## src/rtl/fct_credit_ctrl.sv

```systemverilog
//-----------------------------------------------------------------------------
// Module   : fct_credit_ctrl
// Function : SpaceWire receive-side FCT scheduler and credit tracker.
// Revision : 1.0 - initial release
//-----------------------------------------------------------------------------
`default_nettype none

module fct_credit_ctrl #(
  parameter int MAX_CREDIT  = 56,
  parameter int CREDIT_STEP = 8,
  parameter int CWIDTH      = 6,
  parameter int PWIDTH      = 3
) (
  input  logic              clock,
  input  logic              reset,
  input  logic              link_run,
  input  logic              slot_free,
  input  logic              rx_nchar,
  input  logic              fct_ack,
  output logic              fct_req,
  output logic [CWIDTH-1:0] credit,
  output logic [PWIDTH-1:0] pending_fct,
  output logic              credit_error,
  output logic              busy
);

  localparam logic [PWIDTH-1:0] c_max_fct    = PWIDTH'(MAX_CREDIT / CREDIT_STEP);
  localparam logic [CWIDTH-1:0] c_max_credit = CWIDTH'(MAX_CREDIT);
  localparam logic [CWIDTH-1:0] c_req_limit  = CWIDTH'(MAX_CREDIT - CREDIT_STEP);
  localparam logic [CWIDTH:0]   c_step_ext   = (CWIDTH+1)'(CREDIT_STEP);

  typedef enum logic [1:0] {
    S_IDLE = 2'd0,
    S_REQ  = 2'd1,
    S_GAP  = 2'd2
  } state_t;

  state_t              r_state;
  logic                r_link_prev;
  logic                r_fct_req;
  logic [CWIDTH-1:0]   r_credit;
  logic [PWIDTH-1:0]   r_pending;
  logic                r_credit_error;
  logic                r_busy;

  logic                w_xfer;
  logic                w_rise;
  logic [CWIDTH:0]     w_credit_sum;
  logic [CWIDTH:0]     w_credit_after;
  logic                w_set_err;
  logic [CWIDTH-1:0]   w_credit_next;
  logic [PWIDTH-1:0]   w_pending_next;

  assign w_xfer = r_fct_req & fct_ack;
  assign w_rise = link_run & ~r_link_prev;

  // Credit: grant on transfer, consume on N-char; an N-char with nothing granted is an error.
  always_comb begin
    w_set_err      = 1'b0;
    w_credit_sum   = {1'b0, r_credit} + (w_xfer ? c_step_ext : '0);
    w_credit_after = w_credit_sum;
    if (rx_nchar) begin
      if (w_credit_sum != '0) begin
        w_credit_after = w_credit_sum - 1'b1;
      end else begin
        w_set_err = 1'b1;
      end
    end
    if (w_credit_after > {1'b0, c_max_credit}) begin
      w_credit_next = c_max_credit;
    end else begin
      w_credit_next = w_credit_after[CWIDTH-1:0];
    end
  end

  always_comb begin
    w_pending_next = r_pending;
    if (w_rise) begin
      w_pending_next = c_max_fct;
    end else if (slot_free && !w_xfer) begin
      if (r_pending != c_max_fct) begin
        w_pending_next = r_pending + 1'b1;
      end
    end else if (w_xfer && !slot_free) begin
      if (r_pending != '0) begin
        w_pending_next = r_pending - 1'b1;
      end
    end
  end

  always_ff @(posedge clock) begin
    if (reset || !link_run) begin
      r_state        <= S_IDLE;
      r_link_prev    <= 1'b0;
      r_fct_req      <= 1'b0;
      r_credit       <= '0;
      r_pending      <= '0;
      r_credit_error <= 1'b0;
      r_busy         <= 1'b0;
    end else begin
      r_link_prev <= 1'b1;
      r_credit    <= w_credit_next;
      r_pending   <= w_pending_next;
      if (w_set_err) begin
        r_credit_error <= 1'b1;
      end
      case (r_state)
        S_IDLE: begin
          // Guard evaluated only here keeps credit within MAX_CREDIT.
          if (r_pending != '0 && r_credit <= c_req_limit) begin
            r_state   <= S_REQ;
            r_fct_req <= 1'b1;
            r_busy    <= 1'b1;
          end
        end
        S_REQ: begin
          if (w_xfer) begin
            r_state   <= S_GAP;
            r_fct_req <= 1'b0;
            r_busy    <= 1'b1;
          end
        end
        S_GAP: begin
          r_state   <= S_IDLE;
          r_fct_req <= 1'b0;
          r_busy    <= 1'b0;
        end
        default: begin
          r_state   <= S_IDLE;
          r_fct_req <= 1'b0;
          r_busy    <= 1'b0;
        end
      endcase
    end
  end

  assign fct_req      = r_fct_req;
  assign credit       = r_credit;
  assign pending_fct  = r_pending;
  assign credit_error = r_credit_error;
  assign busy         = r_busy;

endmodule

`default_nettype wire

```

## config.mk

```make
export PLATFORM = sky130hd
export DESIGN_NAME = fct_credit_ctrl
export DESIGN_NICKNAME = d
export VERILOG_FILES = /design/src/rtl/fct_credit_ctrl.sv
export SDC_FILE = /design/constraint.sdc
export NUM_CORES = 1
export LEC_CHECK = 0
export ABC_CLOCK_PERIOD_IN_PS = 3700
export CAP_MARGIN = 20
export CORE_MARGIN = 2
export CORE_UTILIZATION = 25
export DETAILED_ROUTE_END_ITERATION = 10
export DONT_BUFFER_PORTS = 1
export PLACE_DENSITY_LB_ADDON = 0.2
export SLEW_MARGIN = 15
export SYNTH_ARGS = -nofsm -noshare
export SYNTH_HDL_FRONTEND = slang
export SYNTH_SLANG_ARGS = --single-unit
```

## constraint.sdc

```tcl
create_clock -name clock -period 3.7 [get_ports clock]
set_clock_uncertainty 0.15 [all_clocks]
set_input_delay 0.74 -clock clock [delete_from_list [all_inputs] [get_ports clock]]
set_output_delay 0.74 -clock clock [all_outputs]
set_load 0.01 [all_outputs]
```

==> flow_summary_export.csv <==
group,metric,value,unit
run_status,status,"completed",
sta,slew_headroom,68.46,%
sta,rsz0062_at_grt,"no",
floorplanning,rows,21,
cts,h-tree-depth,1,
hold_path,hold_class,"reg -> reg",
setup_path,critPathRequiredTime,3720,ps
cts,clkTransAtPathRegs,90,ps
hold_path,hold_depth,1,
setup_path,slowest_stage,"ha_1",
setup_path,r2r-start,"r_state[0]$_SDFFE_PN0P_",
floorplanning,io_pins,18,
detailed_routing,drc_errors,0,
yosys,syn_area,883.3,um^2
grt,grt_max_degree,11,
yosys,muxShareOfSynthArea,1.133,%
cts,cts_root_buf,"clkbuf_4",
yosys,yosys.area_share.xor_xnor,4.958,%
floorplanning,die-area,4025,um^2
layout,n_antenna_cell,0,
yosys,synth-simple-area-share,26.49,%
grt,grtUsageTotal,11.17,%
flow_run,drv_cap,0,
setup_path,worstPathArrival,2690,ps
yosys,synth_top_family_by_area,"simple AND/OR/NAND/NOR gates",
detailed_routing,viasPerCell,5.013,
yosys,ys_types,41,
detailed_routing,routed_wl,2023,um
floorplanning,die_h,63.44,um
hold_path,hold_path_end,"pending_fct[1]$_SDFFE_PN0P_",
setup_path,r2r_cells,9,
place,io_buffers,0,
setup_path,max_stage_delay,360,ps
setup_path,cp_cell_sequence,"nand2_1 -> inv_1 -> ha_1 -> ha_1 -> nor2_1 -> a21boi_2 -> or3_1 -> a32oi_1 -> and3b_1",
layout,drive_gt1_share,7.143,%
sta,fin_crit_sh,71.96,%
yosys,ys_seq_elements,14,
setup_path,crit_family,"simple AND/OR/NAND/NOR gates",
place,dp_hpwl,1627,um
yosys,synth-edff-count,0,
yosys,synth_warnings,0,
layout,regArea,280.3,um^2
detailed_routing,firstDrtPassIters,4,
cts,cts_max_path_buffers,2,
pwr,leakagePower,0.3664,nW
yosys,seq_area_frac_synth,31.73,%
grt,antenna_found_initial,0,
cts,cts_resized,0,
place,postPlaceCellArea,933.4,um^2
yosys,synth_area_leaders,"dfxtp_1 32%, a21oi_1 5.7%, ha_1 4.2%, nor2_1 4.2%, nand2_1 3.8%",
grt,overflow,0,
yosys,yosysTopAreaCellShare,31.73,%
sta,finalSetupTns,0,ps
yosys,synth-main-ff-cell,"dfxtp_1",
yosys,netlist_top_cells_count,"14 x dfxtp_1, 10 x a21oi_1, 10 x nor2_1, 9 x nand2_1, 7 x inv_1",
yosys,async_flop_share,0,%
yosys,synth_most_common_cell,"dfxtp_1",
setup_path,critPathMostFrequentCell,"ha_1",
yosys,synth.avg_cell_area,8.030,um^2
cts,clk_latency,280,ps
yosys,synth_fp_nets,120,
cts,cts.sinks,14,
sta,worst_pin_slew,467.1,ps
cts,postCtsHoldBufs,0,
sta,period_needed,2663,ps
detailed_routing,final_antenna_net_count,0,
floorplanning,initial_utilization,26.26,%
layout,fin_area,969.7,um^2
setup_path,r2r-end,"credit[2]$_SDFF_PP0_",
setup_path,cp_num_buf_inv,1,
floorplanning,chipWidth,63.44,um
detailed_routing,post_drt_wl_per_cell,12.80,um
detailed_routing,drt_iter0_markers,24,
setup_path,cp.depth,9,
detailed_routing,vias,792,
sta,maxSlewViolCount,0,
setup_path,path_max_fanout,7,
cts,cts_tree,"yes",
sta,max_freq,375.6,MHz
grt,grt_pass1_vias,781,
yosys,synth_adder_area_share,6.516,%
grt,grt_pass1_wl,3539,um
yosys,synthesis.instances,110,
place,gp_congestion,0.8108,
sta,finalHoldViolations,0,
cts,post_cts_buffers,0,
sta,setup_violations,0,
floorplanning,core,3363,um^2
pwr,power.density,362.2,nW/um^2
layout,multi_input_comb_area,569.3,um^2
layout,syn2layout_area_growth,9.773,%
setup_path,endpoint_kind,"register",
setup_path,crit_type,"in -> reg",
yosys,synth_compound_area_share,25.35,%
layout,fillers,393,
yosys,yosys.area.top_type,"dfxtp_1",
setup_path,rrSetupSlack,1040,ps
layout,utilization,28.83,%
pwr,irDropWorstVdd,0.1523,mV
cts,numCtsBuffers,3,
setup_path,start_kind,"input port",
layout,nets,123,
hold_path,hp-start,"r_link_prev$_DFF_P_",
-- kinds of logic after synthesis --
logic type,Yosys count
compound gates,34
xor+xnor,5
fa+ha+maj,4
buf+inv,9
flops,14
mux,1
simple gates,43
-- registers in the layout (all words and copies together), names as in the netlist --
| register | cells |
|---|---|
| pending_fct | 3 |
| r_link_prev | 1 |
| busy | 1 |
| r_state | 2 |
| credit | 6 |
| credit_error | 1 |
-- cell type report --
| type | count | area share, % |
|---|---|---|
| inverters | 7 | 2.710 |
| well taps | 46 | 5.935 |
| multi-input cells | 87 | 58.71 |
| flip-flops and latches | 14 | 28.90 |
| clock buffers | 4 | 3.742 |
-- worst max-delay path by stage --
stage / start / end / slack [ps]
after floorplan: fct_ack / credit[2]$_SDFF_PP0_ / 940
after global placement: fct_ack / credit[2]$_SDFF_PP0_ / 790
after detailed placement: fct_ack / credit[2]$_SDFF_PP0_ / 750
after CTS: r_state[0]$_SDFFE_PN0P_ / credit[2]$_SDFF_PP0_ / 1020
after global routing: r_state[0]$_SDFFE_PN0P_ / credit[2]$_SDFF_PP0_ / 770
final: fct_ack / credit[2]$_SDFF_PP0_ / 1040
-- routing by layer --
layer | part of all wire, % | track usage (%) | vias to the layer above
li1 | - | - | 410
met1 | 46 | 13.43 | 360
met2 | 44 | 17.63 | 20
met3 | 9.2 | 6.429 | 2
met4 | 0.40 | 1.630 | 0
met5 | 0 | 0 | -
-- power by group --
group / internal, mW / switching (mW)
Clock: 0.0598 / 0.0499
Combinational: 0.0305 / 0.0381
Sequential: 0.158 / 0.0145
-- worst register-to-register path: cells and delay by family (launching register included) --
kind,cells,cell delay [ps]
and+or+nand+nor,4,990
buffers and inverters,1,100
adders and majority gates,2,490
AOI/OAI and AO/OA,2,360
DFF,1,460
-- stage by stage --
step | total power, mW | hold slack, ps | std cells | setup slack, ps
2_1_floorplan | 0.2302 | 275.7 | 110 | 940.1
3_3_place_gp | 0.2450 | 294.6 | 154 | 791.2
3_5_place_dp | 0.2451 | 305.6 | 154 | 754.1
4_1_cts | 0.3572 | 307.0 | 158 | 1022
5_1_grt | 0.3804 | 336.5 | 158 | 766.3
6_report | 0.3512 | 307.4 | 158 | 1037
-- cell usage in the layout, fill, tap and decap left out, types with 2 or more instances in the layout --
cell type,count
a21oi_1,10
ha_1,3
a31oi_1,3
inv_1,7
nor2_1,10
nand2_1,9
dfxtp_1,14
nand3_1,4
a211oi_1,3
xnor2_1,3
clkbuf_4,3
xor2_1,2
or3_1,3
o21ai_0,5
nand2b_1,2
nor3_1,5
(Power assumes the default switching activity.)
